## src/rtl/mem_arbiter_if.sv

```systemverilog
// Requester and memory-side signals of the two-port memory arbiter.
// slave: arbiter view; master: requesters plus memory view.
interface mem_arbiter_if #(
    parameter int unsigned ADDR_W = 32,
    parameter int unsigned DATA_W = 32
);
    logic              p0_req;
    logic              p0_we;
    logic [ADDR_W-1:0] p0_addr;
    logic [DATA_W-1:0] p0_wdata;
    logic              p0_gnt;
    logic              p0_rvalid;
    logic              p0_err;

    logic              p1_req;
    logic              p1_we;
    logic [ADDR_W-1:0] p1_addr;
    logic [DATA_W-1:0] p1_wdata;
    logic              p1_gnt;
    logic              p1_rvalid;
    logic              p1_err;

    logic [DATA_W-1:0] rdata;

    logic              mem_we;
    logic [ADDR_W-1:0] mem_addr;
    logic [DATA_W-1:0] mem_wdata;
    logic [DATA_W-1:0] mem_rdata;

    modport slave (
        input  p0_req, p0_we, p0_addr, p0_wdata,
        input  p1_req, p1_we, p1_addr, p1_wdata,
        input  mem_rdata,
        output p0_gnt, p0_rvalid, p0_err,
        output p1_gnt, p1_rvalid, p1_err,
        output rdata,
        output mem_we, mem_addr, mem_wdata
    );

    modport master (
        output p0_req, p0_we, p0_addr, p0_wdata,
        output p1_req, p1_we, p1_addr, p1_wdata,
        output mem_rdata,
        input  p0_gnt, p0_rvalid, p0_err,
        input  p1_gnt, p1_rvalid, p1_err,
        input  rdata,
        input  mem_we, mem_addr, mem_wdata
    );
endinterface

```

## src/rtl/mem_arbiter.sv

```systemverilog
// Round-robin arbiter sharing a single-port memory between instruction fetch (port 0)
// and load/store (port 1); one access every two cycles, bad addresses never reach memory.
module mem_arbiter #(
    parameter int unsigned ADDR_W    = 32,
    parameter int unsigned DATA_W    = 32,
    parameter int unsigned MEM_BYTES = 1024
) (
    input  logic          clk,
    input  logic          rst_n,
    mem_arbiter_if.slave  bus
);
    localparam logic [ADDR_W-1:0] LAST_ADDR = ADDR_W'(MEM_BYTES - 4);

    typedef enum logic [0:0] {
        IDLE   = 1'b0,
        ACCESS = 1'b1
    } state_t;

    typedef struct packed {
        logic              we;
        logic [ADDR_W-1:0] addr;
        logic [DATA_W-1:0] wdata;
    } req_t;

    state_t            state_q;
    state_t            state_d;
    logic              gnt0;
    logic              gnt1;
    logic              accept;
    logic              sel;
    req_t              req_c;
    logic              bad_c;

    logic              last_gnt_q;
    logic              owner_q;
    logic              we_q;
    logic              bad_q;
    logic              mem_we_q;
    logic [ADDR_W-1:0] mem_addr_q;
    logic [DATA_W-1:0] mem_wdata_q;
    logic [DATA_W-1:0] rdata_q;
    logic              p0_rvalid_q;
    logic              p1_rvalid_q;
    logic              p0_err_q;
    logic              p1_err_q;

    // State register
    always_ff @(posedge clk or negedge rst_n) begin
        if (!rst_n) begin
            state_q <= IDLE;
        end else begin
            state_q <= state_d;
        end
    end

    // Arbitration: single requester wins; on a tie the port that did not win last time
    always_comb begin
        state_d = state_q;
        gnt0    = 1'b0;
        gnt1    = 1'b0;
        sel     = 1'b0;
        case (state_q)
            IDLE: begin
                if (bus.p0_req && (!bus.p1_req || last_gnt_q)) begin
                    gnt0    = 1'b1;
                    sel     = 1'b0;
                    state_d = ACCESS;
                end else if (bus.p1_req) begin
                    gnt1    = 1'b1;
                    sel     = 1'b1;
                    state_d = ACCESS;
                end
            end
            ACCESS: begin
                state_d = IDLE;
            end
            default: begin
                state_d = IDLE;
            end
        endcase
    end

    assign accept = gnt0 || gnt1;

    // Winning request payload and its address legality
    always_comb begin
        if (sel) begin
            req_c = '{we: bus.p1_we, addr: bus.p1_addr, wdata: bus.p1_wdata};
        end else begin
            req_c = '{we: bus.p0_we, addr: bus.p0_addr, wdata: bus.p0_wdata};
        end
        bad_c = (req_c.addr[1:0] != 2'b00) || (req_c.addr > LAST_ADDR);
    end

    // Datapath: latch on accept, respond at the edge that ends ACCESS
    always_ff @(posedge clk or negedge rst_n) begin
        if (!rst_n) begin
            last_gnt_q  <= 1'b1;
            owner_q     <= 1'b0;
            we_q        <= 1'b0;
            bad_q       <= 1'b0;
            mem_we_q    <= 1'b0;
            mem_addr_q  <= '0;
            mem_wdata_q <= '0;
            rdata_q     <= '0;
            p0_rvalid_q <= 1'b0;
            p1_rvalid_q <= 1'b0;
            p0_err_q    <= 1'b0;
            p1_err_q    <= 1'b0;
        end else begin
            p0_rvalid_q <= 1'b0;
            p1_rvalid_q <= 1'b0;
            p0_err_q    <= 1'b0;
            p1_err_q    <= 1'b0;
            if (accept) begin
                owner_q     <= sel;
                last_gnt_q  <= sel;
                we_q        <= req_c.we;
                bad_q       <= bad_c;
                mem_addr_q  <= req_c.addr;
                mem_wdata_q <= req_c.wdata;
                mem_we_q    <= req_c.we && !bad_c;
            end
            if (state_q == ACCESS) begin
                rdata_q     <= (we_q || bad_q) ? '0 : bus.mem_rdata;
                p0_rvalid_q <= !owner_q;
                p1_rvalid_q <= owner_q;
                p0_err_q    <= !owner_q && bad_q;
                p1_err_q    <= owner_q && bad_q;
                mem_we_q    <= 1'b0;
            end
        end
    end

    // Grants are forced low while reset is asserted
    assign bus.p0_gnt    = gnt0 && rst_n;
    assign bus.p1_gnt    = gnt1 && rst_n;
    assign bus.p0_rvalid = p0_rvalid_q;
    assign bus.p1_rvalid = p1_rvalid_q;
    assign bus.p0_err    = p0_err_q;
    assign bus.p1_err    = p1_err_q;
    assign bus.rdata     = rdata_q;
    assign bus.mem_we    = mem_we_q;
    assign bus.mem_addr  = mem_addr_q;
    assign bus.mem_wdata = mem_wdata_q;

endmodule

```

## src/flat_wrapper.sv

```systemverilog
// flat-port wrapper written by rule: the top's interface ports become plain ports
module mem_arbiter_flat 
#(
    parameter int unsigned ADDR_W    = 32,
    parameter int unsigned DATA_W    = 32,
    parameter int unsigned MEM_BYTES = 1024
)
  (clk, rst_n, bus_p0_req, bus_p0_we, bus_p0_addr, bus_p0_wdata, bus_p1_req, bus_p1_we, bus_p1_addr, bus_p1_wdata, bus_mem_rdata, bus_p0_gnt, bus_p0_rvalid, bus_p0_err, bus_p1_gnt, bus_p1_rvalid, bus_p1_err, bus_rdata, bus_mem_we, bus_mem_addr, bus_mem_wdata);
  mem_arbiter_if #(.ADDR_W(ADDR_W), .DATA_W(DATA_W)) bus_i ();
  input  logic clk;
  input  logic rst_n;
  input wire logic [$bits(bus_i.p0_req)-1:0] bus_p0_req;
  input wire logic [$bits(bus_i.p0_we)-1:0] bus_p0_we;
  input wire logic [$bits(bus_i.p0_addr)-1:0] bus_p0_addr;
  input wire logic [$bits(bus_i.p0_wdata)-1:0] bus_p0_wdata;
  input wire logic [$bits(bus_i.p1_req)-1:0] bus_p1_req;
  input wire logic [$bits(bus_i.p1_we)-1:0] bus_p1_we;
  input wire logic [$bits(bus_i.p1_addr)-1:0] bus_p1_addr;
  input wire logic [$bits(bus_i.p1_wdata)-1:0] bus_p1_wdata;
  input wire logic [$bits(bus_i.mem_rdata)-1:0] bus_mem_rdata;
  output wire logic [$bits(bus_i.p0_gnt)-1:0] bus_p0_gnt;
  output wire logic [$bits(bus_i.p0_rvalid)-1:0] bus_p0_rvalid;
  output wire logic [$bits(bus_i.p0_err)-1:0] bus_p0_err;
  output wire logic [$bits(bus_i.p1_gnt)-1:0] bus_p1_gnt;
  output wire logic [$bits(bus_i.p1_rvalid)-1:0] bus_p1_rvalid;
  output wire logic [$bits(bus_i.p1_err)-1:0] bus_p1_err;
  output wire logic [$bits(bus_i.rdata)-1:0] bus_rdata;
  output wire logic [$bits(bus_i.mem_we)-1:0] bus_mem_we;
  output wire logic [$bits(bus_i.mem_addr)-1:0] bus_mem_addr;
  output wire logic [$bits(bus_i.mem_wdata)-1:0] bus_mem_wdata;
  assign bus_i.p0_req = bus_p0_req;
  assign bus_i.p0_we = bus_p0_we;
  assign bus_i.p0_addr = bus_p0_addr;
  assign bus_i.p0_wdata = bus_p0_wdata;
  assign bus_i.p1_req = bus_p1_req;
  assign bus_i.p1_we = bus_p1_we;
  assign bus_i.p1_addr = bus_p1_addr;
  assign bus_i.p1_wdata = bus_p1_wdata;
  assign bus_i.mem_rdata = bus_mem_rdata;
  assign bus_p0_gnt = bus_i.p0_gnt;
  assign bus_p0_rvalid = bus_i.p0_rvalid;
  assign bus_p0_err = bus_i.p0_err;
  assign bus_p1_gnt = bus_i.p1_gnt;
  assign bus_p1_rvalid = bus_i.p1_rvalid;
  assign bus_p1_err = bus_i.p1_err;
  assign bus_rdata = bus_i.rdata;
  assign bus_mem_we = bus_i.mem_we;
  assign bus_mem_addr = bus_i.mem_addr;
  assign bus_mem_wdata = bus_i.mem_wdata;
  mem_arbiter #(.ADDR_W(ADDR_W), .DATA_W(DATA_W), .MEM_BYTES(MEM_BYTES)) u_core (.clk(clk), .rst_n(rst_n), .bus(bus_i));
endmodule
```

## config.mk

```make
export PLATFORM = sky130hd
export DESIGN_NAME = mem_arbiter_flat
export DESIGN_NICKNAME = d
export VERILOG_FILES = /design/src/rtl/mem_arbiter_if.sv /design/src/rtl/mem_arbiter.sv /design/src/flat_wrapper.sv
export SDC_FILE = /design/constraint.sdc
export NUM_CORES = 1
export LEC_CHECK = 0
export CAP_MARGIN = 20
export CORE_MARGIN = 1
export CORE_UTILIZATION = 35
export CTS_BUF_LIST = sky130_fd_sc_hd__clkbuf_16
export DETAILED_ROUTE_END_ITERATION = 12
export PLACE_DENSITY = 0.77
export SLEW_MARGIN = 20
export SYNTH_ARGS = -nofsm -noshare
export SYNTH_HDL_FRONTEND = slang
export SYNTH_SLANG_ARGS = --single-unit
```

## constraint.sdc

```tcl
create_clock -name clk -period 1.55 [get_ports clk]
set_clock_uncertainty 0.2 [all_clocks]
set_input_delay 0.155 -clock clk [delete_from_list [all_inputs] [get_ports clk]]
set_output_delay 0.155 -clock clk [all_outputs]
set_load 0.01 [all_outputs]
```

# [Word level (Yosys, flattened, before mapping)]
# Cells that the tools add are included.
[word_totals] memories=0 in_bits=166 mem_bits_rw=0 ff_bits=106 rom_bits=0 latch_bits=0
[op_classes] shifts=0 n_mux=15 div_mod_pow=0 mul=0 magnitude_cmp=1 bitwise_logic=1 add_sub_neg=0 reduce_logical=15 eq_ne=0
[op_table] op="$mux W65" n=1
[op_table] op="$gt A32 B10 Y1 const B" n=1
[op_table] op="$mux W32" n=1
[op_table] op="$mux W1" n=12
[op_table] op="$logic_and A1 B1 Y1" n=6
[op_table] op="$logic_or A1 B1 Y1" n=4
[op_table] op="$reduce_bool A2 Y1" n=2
[op_table] op="$logic_not A1 Y1" n=3
[op_table] op="$pmux W1 S2" n=1
[op_table] op="$not A1 Y1" n=1

# [Depth between registers and ports, before layout]
[logic_depth] word_depth=12 depth_mapped=7

# [Least setup slack after synthesis]
# No wires, ideal clock.
[synth_timing] path_kind="reg2reg" startpoint="register u_core.last_gnt_q" endpoint="register u_core.bad_q" t_required_ns=1.225 path_slack_ns=-0.061 synth_period_minus_slack_ns=1.611 arrival_ns=1.286 path_stages_with_launch=6 setup_time_ns=0.125 path_cell_list="dfstp_2 a211oi_2 buf_4 nor3_1 a41oi_2 mux2_2"
[synth_between] elab_chain_cells=7
[synth_rtl] element="start: declaration" line_no="mem_arbiter.sv:34" rtl="logic last_gnt_q;"
[synth_rtl] element="start signal: assignment" line_no="mem_arbiter.sv:117" rtl="last_gnt_q <= sel;"
[synth_rtl] element="$logic_or A1 B1 Y1 (*)" line_no="mem_arbiter.sv:64" rtl="if (bus.p0_req && (!bus.p1_req || last_gnt_q)) begin"
[synth_rtl] element="$logic_and A1 B1 Y1 (*)" line_no="mem_arbiter.sv:64"
[synth_rtl] element="$mux W1" line_no="mem_arbiter.sv:64"
[synth_rtl] element="$mux W1" line_no="mem_arbiter.sv:62" rtl="case (state_q)"
[synth_rtl] element="$mux W65" line_no="mem_arbiter.sv:87" rtl="if (sel) begin"
[synth_rtl] element="$gt A32 B10 Y1 or $reduce_bool A2 Y1 (tied branches)" line_no="mem_arbiter.sv:92" rtl="bad_c = (req_c.addr[1:0] != 2'b00) || (req_c.addr > LAST_ADDR);"
[synth_rtl] element="$logic_or A1 B1 Y1" line_no="mem_arbiter.sv:92"
[synth_rtl] element="end signal: assignment" line_no="mem_arbiter.sv:101" rtl="bad_q <= 1'b0;"
[synth_rtl] element="end signal: assignment" line_no="mem_arbiter.sv:119" rtl="bad_q <= bad_c;"
[synth_rtl] element="end: declaration" line_no="mem_arbiter.sv:37" rtl="logic bad_q;"
# Every way passes the cells marked *; elsewhere a longest branch is shown, timed or not.
# A chain may end at the register's enable or synchronous reset.

# [Final worst setup path]
[layout_timing] startpoint="input port bus_p0_addr[24]" endpoint="register u_core.bad_q"
[layout_between] elab_chain_cells=3
[layout_rtl] element="start: declaration" line_no="flat_wrapper.sv:14" rtl="input wire logic [$bits(bus_i.p0_addr)-1:0] bus_p0_addr;"
[layout_rtl] element="$mux W65" line_no="mem_arbiter.sv:87"
[layout_rtl] element="$gt A32 B10 Y1" line_no="mem_arbiter.sv:92"
[layout_rtl] element="$logic_or A1 B1 Y1" line_no="mem_arbiter.sv:92"
# No other way between the ends.

==> metrics.cfg <==
[outcome]
status=finished with violations
violations=negative setup slack

[synth]
synth_nets=630
syn_avg_cell_area_um2=10.3
yosys_register_bits=106
synth_area_leaders=dfrtp_1 55%, mux2i_1 14%, o21ai_0 8.7%
seq_area_frac_synth_pct=55.7
yosys.area.top_type=dfrtp_1
yosysWarnings=0
synth_top_area_share_pct=55.1
ys_types=28
syn_area_mm2=0.00477
syn_inst=464

[floorplanning]
io_pins=269
core.rowCount=42
die_w_um=119
core_area_mm2=0.0132
die_area_mm2=0.0141
start_util_pct=36.0
dieHeight_um=119

[timing]
slew_violations=0
period_needed_ns=1.72
hold_viol=0
setup_tns_ns=-6.15
hold_slack_ns=0.0557
timing.final.crit_share_pct=111
worst_pin_slew_ns=0.437
slew_headroom_pct=70.8
setup_ws_ns=-0.171
rsz0062_at_grt=true
max_freq_ghz=0.581
finalSetupViolCount=70

[worst_hold_path]
hold_depth=4
hold_end=u_core.bus.mem_addr[19]$_DFFE_PN0P_
hold_class=in -> reg
hp-start=bus_p0_addr[19]

[placed_design]
dpl.hpwl_um=11200
postPlaceCellArea_mm2=0.00781
placed_cells=917
io_buffers=268
place_congestion=0.866
place_ws_ns=-0.558

[route]
vias=4512
post_drt_wl_per_cell_um=16.1
drt_wl_total_um=15300
dr.pass1.iters=4
viasPerCell=4.74
drc=0
drt.antenna.violating_nets=0
drtIter0Drc=133

[worst_setup_path]
rrSetupSlack_ns=-0.15
cp_data_required_time_ns=1.58
startpoint_type=input pin
cp.arrival_ns=1.76
end_kind=flop
worst_r2r_endpoint=u_core.bad_q$_DFFE_PN0P_
reg2reg_from=u_core.last_gnt_q$_DFFE_PN1P_
r2r_cells=6
crit_fanout=2
criticalPathCategory=in -> reg

[power]
p_leak_nw=3.83
power_mw=7.69
peakVddDrop_mv=0.507
powerDensity_mw_per_mm2=929

[cells_and_area]
drive_above_1_share_pct=11.0
finalNetCount=936
area_growth_syn_to_layout_pct=73.5
fin_area_mm2=0.00827
n_antenna_cell=0
final_util_pct=62.5
instances_no_fill=951

[global_route]
top_usage_layer=met2
grt.total_usage_pct=21.0
grt_max_degree=73
grt_pass1_wl_um=23000
antenna_found_initial=0
use_met3_pct=5.45
grt_pass1_vias=4671
met1_usage_pct=23.2
met2_usage_pct=37.8
overflow=0

[clock_tree]
cts_tree=built
cts_max_level=3
clockBufferDepth=2
cts_sinks=106
cts_buffers=9
cts_root_buf=clkbuf_16
insertion_delay_ns=0.35
clkTransAtPathRegs_ns=0.07

[job]
drv_cap=0

## layer usage
layer | wire length (µm) | vias to the layer above
met5 | 0 | -
met4 | 411 | 0
met3 | 1010 | 33
met2 | 7890 | 184
met1 | 6020 | 2122
li1 | - | 2173
## power breakdown
group          switching [mW]  internal, mW  total (mW)
logic                    1.03          1.26        2.30
registers               0.217          3.15        3.37
clock network           0.964          1.06        2.02
## cell usage after synthesis
library cell,instances
a211oi_2,1
a21o_1,2
a41oi_2,1
and2_1,2
and3_1,1
and4_1,1
buf_12,2
buf_2,5
buf_4,2
buf_6,12
clkbuf_1,9
dfrtp_1,105
dfstp_2,1
inv_1,34
mux2_2,1
mux2i_1,65
nand2_1,100
nand3b_1,1
nand4_1,1
nor2_1,3
nor2b_1,1
nor3_1,2
nor3b_2,1
nor4_1,12
o21ai_0,83
o21ai_1,14
o31ai_1,1
or2_1,1
## state kept, by name, summed over array words and instances (netlist names)
register / count
u_core.bus.mem_wdata: 32
u_core.last_gnt_q: 1
u_core.bus.p0_err: 1
u_core.we_q: 1
u_core.bus.p0_rvalid: 1
u_core.bus.rdata: 32
u_core.bus.p1_err: 1
u_core.bad_q: 1
u_core.bus.mem_addr: 32
u_core.bus.p1_rvalid: 1
u_core.bus.mem_we: 1
u_core.owner_q: 1
u_core.state_q: 1
## cell families (layout without fill, tap and decap cells)
| group | Yosys count | count (layout) | synth area share [%] |
|---|---|---|---|
| AOI/OAI and AO/OA | 102 | 102 | 11.3 |
| buffers and inverters | 64 | 374 | 7.90 |
| DFF | 106 | 106 | 55.7 |
| muxes | 66 | 66 | 13.9 |
| and+or+nand+nor | 126 | 127 | 11.3 |
## final cells by class
cell class / count / area [µm²]
clock inverters: 7 / 31.3
fillers: 1152 / 4970
flip-flops and latches: 106 / 2660
well taps: 176 / 220
multi-input cells: 295 / 1800
repair buffers: 324 / 3210
inverters: 34 / 128
clock buffers: 9 / 225
## placed cells by master, fill, tap and decap left out, types with 2 or more instances in the layout
cell,count
buf_2,2
clkbuf_16,13
a21o_1,2
nor4_1,11
nor2_1,2
nand2_1,99
inv_1,37
o21ai_1,57
dlygate4sd2_1,101
clkdlybuf4s50_1,162
dlymetal6s2s_1,2
o21ai_0,39
buf_4,32
buf_6,9
buf_12,9
dfrtp_1,104
or2_4,2
dlygate4sd3_1,2
mux2i_1,64
## what timing repair did
item                                    4_1_cts  5_1_grt
hold buffers                                  1        1
setup buffers                                 2        4
endpoints found under the setup margin      171       98
cloned                                        2        9
pin swaps                                     6        9
gates resized for setup                     142       44
hold endpoints to repair                    105        1
## how the worst max path moves through the flow
| stage | startpoint | end | slack [ns] | cells after the start |
|---|---|---|---|---|
| detailed placement | bus_p1_req | u_core.bus.mem_addr[28]$_DFFE_PN0P_ | -0.56 | 6 |
| global route | bus_p0_addr[24] | u_core.bad_q$_DFFE_PN0P_ | -0.24 | 7 |
| CTS | u_core.state_q$_DFF_PN0_ | u_core.bus.mem_addr[22]$_DFFE_PN0P_ | -0.22 | 6 |
| finish | bus_p0_addr[24] | u_core.bad_q$_DFFE_PN0P_ | -0.17 | 7 |
| floorplan | u_core.last_gnt_q$_DFFE_PN1P_ | u_core.bad_q$_DFFE_PN0P_ | -0.004 | 5 |
| global placement | bus_p0_addr[19] | u_core.bad_q$_DFFE_PN0P_ | -0.55 | 7 |
## worst max-delay path, stage by stage
cell and delay [ns]:
clkdlybuf4s50_1 0.44, nor4_2 0.30, buf_4 0.16, nand4_1 0.16
nor3_4 0.21, a41oi_2 0.06, mux2_4 0.27
Power figures use the tool's default switching activity.
